<file path="config.mk">
export PLATFORM = sky130hd
export DESIGN_NAME = ccu_run_controller_flat
export DESIGN_NICKNAME = d
export VERILOG_FILES = /design/src/rtl/ccu_ctrl_pkg.sv /design/src/rtl/ccu_run_controller_if.sv /design/src/rtl/ccu_cycle_watchdog.sv /design/src/rtl/ccu_run_controller.sv /design/src/flat_wrapper.sv
export SDC_FILE = /design/constraint.sdc
export NUM_CORES = 1
export LEC_CHECK = 0
export CAP_MARGIN = 5
export CORE_MARGIN = 2
export CORE_UTILIZATION = 43
export DETAILED_ROUTE_END_ITERATION = 7
export GPL_TIMING_DRIVEN = 0
export PLACE_DENSITY = 0.84
export SLEW_MARGIN = 20
export SYNTH_ARGS = -nofsm -noshare
export SYNTH_HDL_FRONTEND = slang
export SYNTH_SLANG_ARGS = --single-unit
</file>
<file path="constraint.sdc">
create_clock -name CLK_I -period 2.4 [get_ports CLK_I]
set_input_delay 0.36 -clock CLK_I [delete_from_list [all_inputs] [get_ports CLK_I]]
set_output_delay 0.36 -clock CLK_I [all_outputs]
set_load 0.02 [all_outputs]
</file>
<file path="src/rtl/ccu_ctrl_pkg.sv">
// Shared types and constants for the CCU run controller and its watchdog.
// Context word layout is {uncond, cond, offset/target}.
package ccu_ctrl_pkg;

  typedef enum logic [1:0] {
    IDLE  = 2'b00,
    START = 2'b01,
    RUN   = 2'b10,
    DONE  = 2'b11
  } ctrl_state_t;

  localparam logic [1:0] STATUS_NONE    = 2'b00;
  localparam logic [1:0] STATUS_HALT    = 2'b01;
  localparam logic [1:0] STATUS_TIMEOUT = 2'b10;
  localparam logic [1:0] STATUS_ABORT   = 2'b11;

  localparam int CTX_UNCOND_BITS = 1;
  localparam int CTX_COND_BITS   = 1;
  localparam int CTX_FLAG_BITS   = CTX_UNCOND_BITS + CTX_COND_BITS;

  function automatic int ctx_word_width(input int addr_width);
    return addr_width + CTX_FLAG_BITS;
  endfunction

endpackage

</file>
<file path="src/rtl/ccu_run_controller_if.sv">
// Controller-to-CCU bus: context write port, counter load, enable and counter readback.
// The controller is the master; the CCU drives back its context counter.
interface ccu_run_controller_if #(
  parameter int CONTEXT_ADDR_WIDTH = 8
);
  import ccu_ctrl_pkg::*;

  localparam int DW = ctx_word_width(CONTEXT_ADDR_WIDTH);

  logic                          CCU_EN_O;
  logic                          CCU_WR_EN_O;
  logic [CONTEXT_ADDR_WIDTH-1:0] CCU_ADDR_O;
  logic [DW-1:0]                 CCU_DATA_O;
  logic                          CCU_LOAD_EN_O;
  logic [CONTEXT_ADDR_WIDTH-1:0] CCU_CCNT_I;

  modport master (
    output CCU_EN_O, CCU_WR_EN_O, CCU_ADDR_O, CCU_DATA_O, CCU_LOAD_EN_O,
    input  CCU_CCNT_I
  );

  modport slave (
    input  CCU_EN_O, CCU_WR_EN_O, CCU_ADDR_O, CCU_DATA_O, CCU_LOAD_EN_O,
    output CCU_CCNT_I
  );

endinterface

</file>
<file path="src/rtl/ccu_cycle_watchdog.sv">
// Saturating run-cycle counter with synchronous clear and a look-ahead limit compare.
// expire_next flags the enabled cycle whose increment makes count equal the limit.
module ccu_cycle_watchdog #(
  parameter int CYCLE_CNT_WIDTH = 16
) (
  input  logic                       CLK_I,
  input  logic                       RST_N_I,
  input  logic                       clr,
  input  logic                       en,
  input  logic [CYCLE_CNT_WIDTH-1:0] limit,
  output logic [CYCLE_CNT_WIDTH-1:0] count,
  output logic                       expire_next
);

  logic [CYCLE_CNT_WIDTH-1:0] count_q;

  always_ff @(posedge CLK_I or negedge RST_N_I) begin
    if (!RST_N_I) begin
      count_q <= '0;
    end else if (clr) begin
      count_q <= '0;
    end else if (en && (count_q != '1)) begin
      count_q <= count_q + 1'b1;
    end
  end

  // A zero limit disables the watchdog entirely.
  assign expire_next = en && (limit != '0) && (count_q == (limit - 1'b1));
  assign count       = count_q;

endmodule

</file>
<file path="src/rtl/ccu_run_controller.sv">
// Sequencer for one PE's CCU: streams context words in, launches at a start context,
// and runs until halt context, watchdog expiry or host abort, then reports status/cycles.
module ccu_run_controller
  import ccu_ctrl_pkg::*;
#(
  parameter int CONTEXT_ADDR_WIDTH = 8,
  parameter int CYCLE_CNT_WIDTH    = 16
) (
  input  logic                                        CLK_I,
  input  logic                                        RST_N_I,
  input  logic                                        CFG_VALID_I,
  output logic                                        CFG_READY_O,
  input  logic [CONTEXT_ADDR_WIDTH-1:0]               CFG_ADDR_I,
  input  logic [CONTEXT_ADDR_WIDTH+CTX_FLAG_BITS-1:0] CFG_DATA_I,
  input  logic                                        START_I,
  output logic                                        START_READY_O,
  input  logic [CONTEXT_ADDR_WIDTH-1:0]               START_ADDR_I,
  input  logic [CONTEXT_ADDR_WIDTH-1:0]               HALT_ADDR_I,
  input  logic [CYCLE_CNT_WIDTH-1:0]                  MAX_CYCLES_I,
  input  logic                                        STALL_I,
  input  logic                                        ABORT_I,
  output logic                                        DONE_O,
  input  logic                                        DONE_ACK_I,
  output logic [1:0]                                  STATUS_O,
  output logic [CYCLE_CNT_WIDTH-1:0]                  CYCLES_O,
  ccu_run_controller_if.master                        ccu
);

  localparam int DW = CONTEXT_ADDR_WIDTH + CTX_FLAG_BITS;

  ctrl_state_t                   state_q;
  logic [CONTEXT_ADDR_WIDTH-1:0] start_addr_q;
  logic [CONTEXT_ADDR_WIDTH-1:0] halt_addr_q;
  logic [CYCLE_CNT_WIDTH-1:0]    max_cycles_q;
  logic [1:0]                    status_q;
  logic                          wr_en_q;
  logic [CONTEXT_ADDR_WIDTH-1:0] wr_addr_q;
  logic [DW-1:0]                 wr_data_q;

  logic                          is_idle;
  logic                          cfg_fire;
  logic                          start_fire;
  logic                          run_en;
  logic                          halt_hit;
  logic                          wd_expire;
  logic [CYCLE_CNT_WIDTH-1:0]    wd_count;

  assign is_idle    = (state_q == IDLE);
  assign cfg_fire   = CFG_VALID_I && is_idle;
  // A pending context write always wins over a launch in the same cycle.
  assign start_fire = START_I && is_idle && !CFG_VALID_I;
  assign run_en     = (state_q == RUN) && !STALL_I;
  // Halt detection is frozen together with the CCU while stalled.
  assign halt_hit   = run_en && (ccu.CCU_CCNT_I == halt_addr_q);

  ccu_cycle_watchdog #(
    .CYCLE_CNT_WIDTH (CYCLE_CNT_WIDTH)
  ) u_watchdog (
    .CLK_I       (CLK_I),
    .RST_N_I     (RST_N_I),
    .clr         (start_fire),
    .en          (run_en),
    .limit       (max_cycles_q),
    .count       (wd_count),
    .expire_next (wd_expire)
  );

  always_ff @(posedge CLK_I or negedge RST_N_I) begin
    if (!RST_N_I) begin
      state_q      <= IDLE;
      start_addr_q <= '0;
      halt_addr_q  <= '0;
      max_cycles_q <= '0;
      status_q     <= STATUS_NONE;
      wr_en_q      <= 1'b0;
      wr_addr_q    <= '0;
      wr_data_q    <= '0;
    end else begin
      wr_en_q   <= cfg_fire;
      wr_addr_q <= cfg_fire ? CFG_ADDR_I : '0;
      wr_data_q <= cfg_fire ? CFG_DATA_I : '0;

      unique case (state_q)
        IDLE: begin
          if (start_fire) begin
            start_addr_q <= START_ADDR_I;
            halt_addr_q  <= HALT_ADDR_I;
            max_cycles_q <= MAX_CYCLES_I;
            status_q     <= STATUS_NONE;
            state_q      <= START;
          end
        end
        START: begin
          if (ABORT_I) begin
            status_q <= STATUS_ABORT;
            state_q  <= DONE;
          end else begin
            state_q  <= RUN;
          end
        end
        RUN: begin
          if (ABORT_I) begin
            status_q <= STATUS_ABORT;
            state_q  <= DONE;
          end else if (halt_hit) begin
            status_q <= STATUS_HALT;
            state_q  <= DONE;
          end else if (wd_expire) begin
            status_q <= STATUS_TIMEOUT;
            state_q  <= DONE;
          end
        end
        DONE: begin
          if (DONE_ACK_I) begin
            state_q <= IDLE;
          end
        end
        default: state_q <= IDLE;
      endcase
    end
  end

  assign CFG_READY_O       = is_idle;
  assign START_READY_O     = is_idle && !CFG_VALID_I;
  assign DONE_O            = (state_q == DONE);
  assign STATUS_O          = status_q;
  assign CYCLES_O          = wd_count;

  assign ccu.CCU_EN_O      = (state_q == START) || run_en;
  assign ccu.CCU_LOAD_EN_O = (state_q == START);
  assign ccu.CCU_WR_EN_O   = wr_en_q;
  assign ccu.CCU_ADDR_O    = (state_q == START) ? start_addr_q : wr_addr_q;
  assign ccu.CCU_DATA_O    = wr_data_q;

endmodule
</file>
<file path="src/flat_wrapper.sv">
// flat-port wrapper written by rule: the top's interface ports become plain ports
module ccu_run_controller_flat import ccu_ctrl_pkg::*;
#(
  parameter int CONTEXT_ADDR_WIDTH = 8,
  parameter int CYCLE_CNT_WIDTH    = 16
)
  (CLK_I, RST_N_I, CFG_VALID_I, CFG_READY_O, CFG_ADDR_I, CFG_DATA_I, START_I, START_READY_O, START_ADDR_I, HALT_ADDR_I, MAX_CYCLES_I, STALL_I, ABORT_I, DONE_O, DONE_ACK_I, STATUS_O, CYCLES_O, ccu_CCU_EN_O, ccu_CCU_WR_EN_O, ccu_CCU_ADDR_O, ccu_CCU_DATA_O, ccu_CCU_LOAD_EN_O, ccu_CCU_CCNT_I);
  ccu_run_controller_if #(.CONTEXT_ADDR_WIDTH(CONTEXT_ADDR_WIDTH)) ccu_i ();
  input  logic CLK_I;
  input  logic RST_N_I;
  input  logic CFG_VALID_I;
  output logic CFG_READY_O;
  input  logic [CONTEXT_ADDR_WIDTH-1:0] CFG_ADDR_I;
  input  logic [CONTEXT_ADDR_WIDTH+CTX_FLAG_BITS-1:0] CFG_DATA_I;
  input  logic START_I;
  output logic START_READY_O;
  input  logic [CONTEXT_ADDR_WIDTH-1:0] START_ADDR_I;
  input  logic [CONTEXT_ADDR_WIDTH-1:0] HALT_ADDR_I;
  input  logic [CYCLE_CNT_WIDTH-1:0] MAX_CYCLES_I;
  input  logic STALL_I;
  input  logic ABORT_I;
  output logic DONE_O;
  input  logic DONE_ACK_I;
  output logic [1:0] STATUS_O;
  output logic [CYCLE_CNT_WIDTH-1:0] CYCLES_O;
  output wire logic [$bits(ccu_i.CCU_EN_O)-1:0] ccu_CCU_EN_O;
  output wire logic [$bits(ccu_i.CCU_WR_EN_O)-1:0] ccu_CCU_WR_EN_O;
  output wire logic [$bits(ccu_i.CCU_ADDR_O)-1:0] ccu_CCU_ADDR_O;
  output wire logic [$bits(ccu_i.CCU_DATA_O)-1:0] ccu_CCU_DATA_O;
  output wire logic [$bits(ccu_i.CCU_LOAD_EN_O)-1:0] ccu_CCU_LOAD_EN_O;
  input wire logic [$bits(ccu_i.CCU_CCNT_I)-1:0] ccu_CCU_CCNT_I;
  assign ccu_CCU_EN_O = ccu_i.CCU_EN_O;
  assign ccu_CCU_WR_EN_O = ccu_i.CCU_WR_EN_O;
  assign ccu_CCU_ADDR_O = ccu_i.CCU_ADDR_O;
  assign ccu_CCU_DATA_O = ccu_i.CCU_DATA_O;
  assign ccu_CCU_LOAD_EN_O = ccu_i.CCU_LOAD_EN_O;
  assign ccu_i.CCU_CCNT_I = ccu_CCU_CCNT_I;
  ccu_run_controller #(.CONTEXT_ADDR_WIDTH(CONTEXT_ADDR_WIDTH), .CYCLE_CNT_WIDTH(CYCLE_CNT_WIDTH)) u_core (.CLK_I(CLK_I), .RST_N_I(RST_N_I), .CFG_VALID_I(CFG_VALID_I), .CFG_READY_O(CFG_READY_O), .CFG_ADDR_I(CFG_ADDR_I), .CFG_DATA_I(CFG_DATA_I), .START_I(START_I), .START_READY_O(START_READY_O), .START_ADDR_I(START_ADDR_I), .HALT_ADDR_I(HALT_ADDR_I), .MAX_CYCLES_I(MAX_CYCLES_I), .STALL_I(STALL_I), .ABORT_I(ABORT_I), .DONE_O(DONE_O), .DONE_ACK_I(DONE_ACK_I), .STATUS_O(STATUS_O), .CYCLES_O(CYCLES_O), .ccu(ccu_i));
endmodule
</file>
* Word level (Yosys, flattened, before mapping) *
Cells that the tools add are included.

word-level totals
  bits in registers = 71
  bits of input ports = 65
  output and inout port bits = 42
  logic and storage cells = 58

cells by class
  add/sub/neg operators = 2
  equality and inequality tests = 10
  mux-type cells = 18
  reductions and logical operators = 19

operator list
  operator                                                               number
  16-bit 2-to-1 mux                                                      2
  2-bit 2-to-1 mux                                                       10
  16-bit by 1-bit adder with 16-bit output, second input constant        1
  16-bit equality test                                                   1
  8-bit 2-to-1 mux                                                       2
  16-bit != test, second input constant                                  1
  16-bit nonzero test                                                    1
  16-bit by 1-bit subtractor with 16-bit output, second input constant   1
  10-bit 2-to-1 mux                                                      1
  1-bit logical AND                                                      9
  8-bit equality test                                                    1
  2-bit one-hot mux with 4 select lines                                  1
  2-bit one-hot mux with 3 select lines                                  1
  2-bit equality test, second input constant                             2
  2-bit != test, second input constant                                   2
  4-bit by 3-bit != test with 1-bit output, second input constant        1
  4-bit AND reduction                                                    1
  3-bit AND reduction                                                    1
  3-bit nonzero test                                                     1
  2-bit by 1-bit equality test with 1-bit output, second input constant  1
  1-bit zero test                                                        2
  2-bit zero test                                                        1
  2-bit by 1-bit != test with 1-bit output, second input constant        1
  2-bit AND reduction                                                    1
  3 further kinds                                                        3

* Longest topological paths before layout *
  depth after elaboration = 8
  mapped depth = 9
  gate-level depth less buffers = 9

* By module *
A second synthesis with hierarchy kept.

second synthesis, totals
  cell total of the unflattened synthesis = 409
  area total of the unflattened synthesis = 3832.4 um^2

modules (own cells, without submodules)
  module              times used  cells an instance  area each (um^2)  sequential area each (um^2)
  ccu_run_controller  1           241                2401.1            1376.3
  ccu_cycle_watchdog  1           168                1431.4            400.4

* Least setup slack after synthesis *
Ideal clock, no wire load.

  kind = register to register
  start point = register u_core.state_q[0]
  end point = register u_core.halt_addr_q[4]
  setup time = 125 ps
  data arrival time = 2390 ps
  required time = 2275 ps
  path slack = -114 ps
  cell stages (with the launch flop) = 8
  path buffers = 2
  clock period less this slack = 2514 ps
  cells stage by stage = dfrtp_1 > inv_1 > ha_1 > nor2b_1 > and2_1 > clkbuf_1 > buf_1 > mux2_2

between the ends
  cells in the longest elaborated chain, start to end = 4

ends and longest elaborated chain
  element                                 line                      RTL
  start: declaration                      ccu_run_controller.sv:31  ctrl_state_t state_q;
  start signal: assignment                ccu_run_controller.sv:70  state_q <= IDLE;
  start signal: assignment                ccu_run_controller.sv:90  state_q <= START;
  start signal: assignment                ccu_run_controller.sv:96  state_q <= DONE;
  2-bit zero test *                       ccu_run_controller.sv:48  assign is_idle = (state_q == IDLE);
  via CFG_READY_O                         flat_wrapper.sv:12        output logic CFG_READY_O;
  1-bit logical AND (2 in series)         ccu_run_controller.sv:51  assign start_fire = START_I && is_idle && !CFG_VALID_I;
  2-bit AND reduction (no source line) *  n/a
  end signal: assignment                  ccu_run_controller.sv:72  halt_addr_q <= '0;
  end signal: assignment                  ccu_run_controller.sv:87  halt_addr_q <= HALT_ADDR_I;
  end: declaration                        ccu_run_controller.sv:33  logic [CONTEXT_ADDR_WIDTH-1:0] halt_addr_q;

The timed path passes the listed nets; every way through them passes the cells marked *.
A chain may end at the register's enable or synchronous reset.

* Worst setup path after layout *
  start point = register u_core.max_cycles_q[0]
  end point = register u_core.state_q[1]

between the ends
  cells in the longest elaborated chain, start to end = 5
  elaborated cells between the ends (all ways) = 7
  classes of those cells = add/sub (1); eq/ne (2); reduce/logical (4)

ends and longest elaborated chain
  element                                                                                      line                      RTL
  start: declaration                                                                           ccu_run_controller.sv:34  logic [CYCLE_CNT_WIDTH-1:0] max_cycles_q;
  start signal: assignment                                                                     ccu_run_controller.sv:73  max_cycles_q <= '0;
  start signal: assignment                                                                     ccu_run_controller.sv:88  max_cycles_q <= MAX_CYCLES_I;
  16-bit by 1-bit subtractor with 16-bit output / 16-bit nonzero test (equally long branches)  ccu_cycle_watchdog.sv:28  assign expire_next = en && (limit != '0) && (count_q == (limit - 1'b1));
  16-bit equality test / 1-bit logical AND (equally long branches)                             ccu_cycle_watchdog.sv:28
  1-bit logical AND *                                                                          ccu_cycle_watchdog.sv:28
  4-bit by 3-bit != test with 1-bit output (no source line) *                                  n/a
  3-bit AND reduction (no source line) *                                                       n/a

Every way passes the cells marked *; elsewhere a longest branch is shown, timed or not.

==> metrics.txt <==
period utilization=107%; Worst path slowest cell=dfrtp_2; CP bufs+invs=1; Gate Count Post-Synth=339; M1 WL=3720 um; hpwl dp=7010 um; Met3 Routed Length=881 um; die area=0.00938 mm^2; Post-synth top flop=dfrtp_1; LEAKAGE=2.38 nW; total CTS buffers=9; Post-Layout Cell Count=578; most frequent cells in the layout=clkdlybuf4s50_1, dfrtp_1, mux2_2, xor2_1, and3_1; Reg area=0.00178 mm^2; Clock Sinks=71; Via Count=3163; die width=96.8 um; Via density=5.47; FP Rows=33; post-place instance area=0.00493 mm^2; Cell Count Post-Placement=551; GP Congestion=0.853; sequential fraction of the synthesis area=47.9%; CP Cell Sequence=buf_4 > nor4_1 > a31oi_1 > nor4_1 > a311oi_2 > nor4_4 > a21o_1 > mux2_4; Most common cell on crit path=nor4_1; Final ANT Viol Nets=0; Yosys warning count=0; Tmin final=2580 ps; Worst path max stage delay=430 ps; commonest non-fill, non-tap cell in the layout=clkdlybuf4s50_1; GRT overflow=0; Tightest Hold Check Type=in2async; NumNets Final=540; I/O Buffers=106; core area=0.00830 mm^2; Worst R2R Path Depth=8; Top Layer Used=met4; PwrDens=1090 mW/mm^2; ys async rst share=100%; worst setup margin=-178 ps; wire length on met2=4690 um; status=finished with violations; Die Height=96.8 um; critical path class=reg2reg; RSZ-0062 raised after global routing=yes; 1st-iter DRT viols=241; CTS tree=built; Top delay family on crit path=simple AND/OR/NAND/NOR gates; Crit. End Element=flip-flop; Clock Pin Slew Worst Setup and Hold Paths=80 ps; first drt pass iteration count=4; design area=0.00538 mm^2; vias in the first global route=3296; Area Overhead vs Synth=45.1%; Fin. Hold Viols=0; Avg WL per Cell=16.5 um; Synthesized Nets=410; first-pass GRT wire length=15200 um; Root Driver=clkbuf_8; Starting Density=44.7%; Critical Path RT=2640 ps; number of fillers in the final layout=622; drt drc=0; Peak VDD IR=0.000916 V; Max Cap Violations=0; Post-synth EDFFs=0; Antenna Cells=0; initial antenna violation count=0; clk buf depth=2; Max-slew headroom=66.3%; slew at the pin closest to its max-slew limit=505 ps; largest net degree at the start of global routing=47; Arr. time, crit path=2820 ps; post-synth design cell area=0.00371 mm^2; Final Skew=13.0 ps; startpoint types=flip-flop; Post-Syn Area per Cell=10.9 um^2; synthesis-stage register bit count=71; Clock Latency Late Sink=350 ps; instance count on the critical path=8; fin. max-slew vios=0; Yosys cell types=56; I/O pin count=107; Post-Route WL=9550 um; worst-path fanout max=3; CTS H-tree lvls=3; post-layout util=64.8%; Tot GR Track Use=19.9%; layout cells sized above 1=22.2%; violated checks=setup timing; Setup Viol. Count Final=4; area occupied by multi-input gates=0.00190 mm^2; highest clock rate=388 MHz
routing by layer:
| metal | vias up | global-route usage, % |
|---|---|---|
| met2 | 127 | 33.4 |
| met4 | 0 | 7.04 |
| li1 | 1467 | - |
| met5 | - | 0 |
| met3 | 30 | 8.45 |
| met1 | 1539 | 22.9 |
power by group:
group | total (W) | switching, W | leakage, nW | internal [W]
Combinational | 0.00266 | 0.00130 | 1.34 | 0.00136
Sequential | 0.00199 | 0.000401 | 0.910 | 0.00159
Clock | 0.00124 | 0.000448 | 0.129 | 0.000790
worst paths after layout:
kind / start / to / slack (ps)
max reg2reg: u_core.max_cycles_q[0] / u_core.state_q[1] / -180
min reg2reg: u_core.start_addr_q[0] / u_core.start_addr_q[0] / 510
max in group asynchronous: RST_N_I / u_core.max_cycles_q[0] / 1400
min in group CLK_I: u_core.start_addr_q[0] / u_core.start_addr_q[0] / 510
min: RST_N_I / u_core.wr_addr_q[6] / 450
max: u_core.max_cycles_q[0] / u_core.state_q[1] / -180
metrics by stage:
stage	TNS (ps)	power [W]	hold WS, ps	setup WS [ps]
floorplan	0	0.00352	64.4	39.2
global placement	-97410	0.00427	486	-1340
detailed placement	-3410	0.00438	293	-267
CTS	-87.6	0.00563	459	-80.5
global route	-1390	0.00622	506	-384
finish	-442	0.00588	453	-178
timing repair:
item                                    4_1_cts  5_1_grt
endpoints found under the setup margin       26       55
pin swaps                                     2       11
gates resized for setup                      19       19
hold buffers                                  1        0
setup buffers                                 2       10
gates cloned                                  0        0
hold endpoints to repair                     25        0
synthesized netlist by cell type (2+ instances only):
cell,number,area [um^2]
dfrtp_1,71,1780
mux2_2,35,394
xor2_1,21,184
and3_1,19,119
nor2_1,17,63.8
inv_1,16,60.1
nand2_1,15,56.3
nor3_1,12,60.1
o21ai_0,12,60.1
xnor2_1,12,105
clkbuf_1,9,33.8
nand3_1,9,45.0
nor2b_1,8,50.1
nor4_1,7,43.8
a211oi_1,6,45.0
ha_1,6,75.1
a21oi_1,5,25.0
nand4_1,5,31.3
nand2b_1,4,25.0
or3_1,4,25.0
a31oi_1,3,18.8
and4_1,3,26.3
mux2i_1,3,30.0
a21boi_0,2,15.0
a21o_1,2,15.0
and2_1,2,12.5
nor3_2,2,20.0
state kept, by name, summed over array words and instances, names as in the netlist:
name / flops
u_core.STATUS_O: 2
u_core.ccu.CCU_DATA_O: 10
u_core.ccu.CCU_WR_EN_O: 1
u_core.halt_addr_q: 8
u_core.max_cycles_q: 16
u_core.start_addr_q: 8
u_core.state_q: 2
u_core.u_watchdog.count: 16
u_core.wr_addr_q: 8
area by class of cell:
cell class	instances	area share [%]
clock inverter	6	2.49
multi-input combinational	240	35.4
clock buffer	9	2.30
buffer	11	1.12
tap	105	2.44
sequential	71	33.2
inverter	16	1.12
timing repair buffer	120	22.0
cell families after synthesis:
logic type	count (synthesis)	synth area share [%]
AND/OR/NAND/NOR	120	19.2
flip-flops	71	47.9
AO/OA/AOI/OAI	42	7.97
multiplexers	39	11.9
XOR/XNOR	33	7.80
buffers and inverters	28	3.21
adder cells (fa/ha/maj)	6	2.03
(Power assumes the default switching activity.)
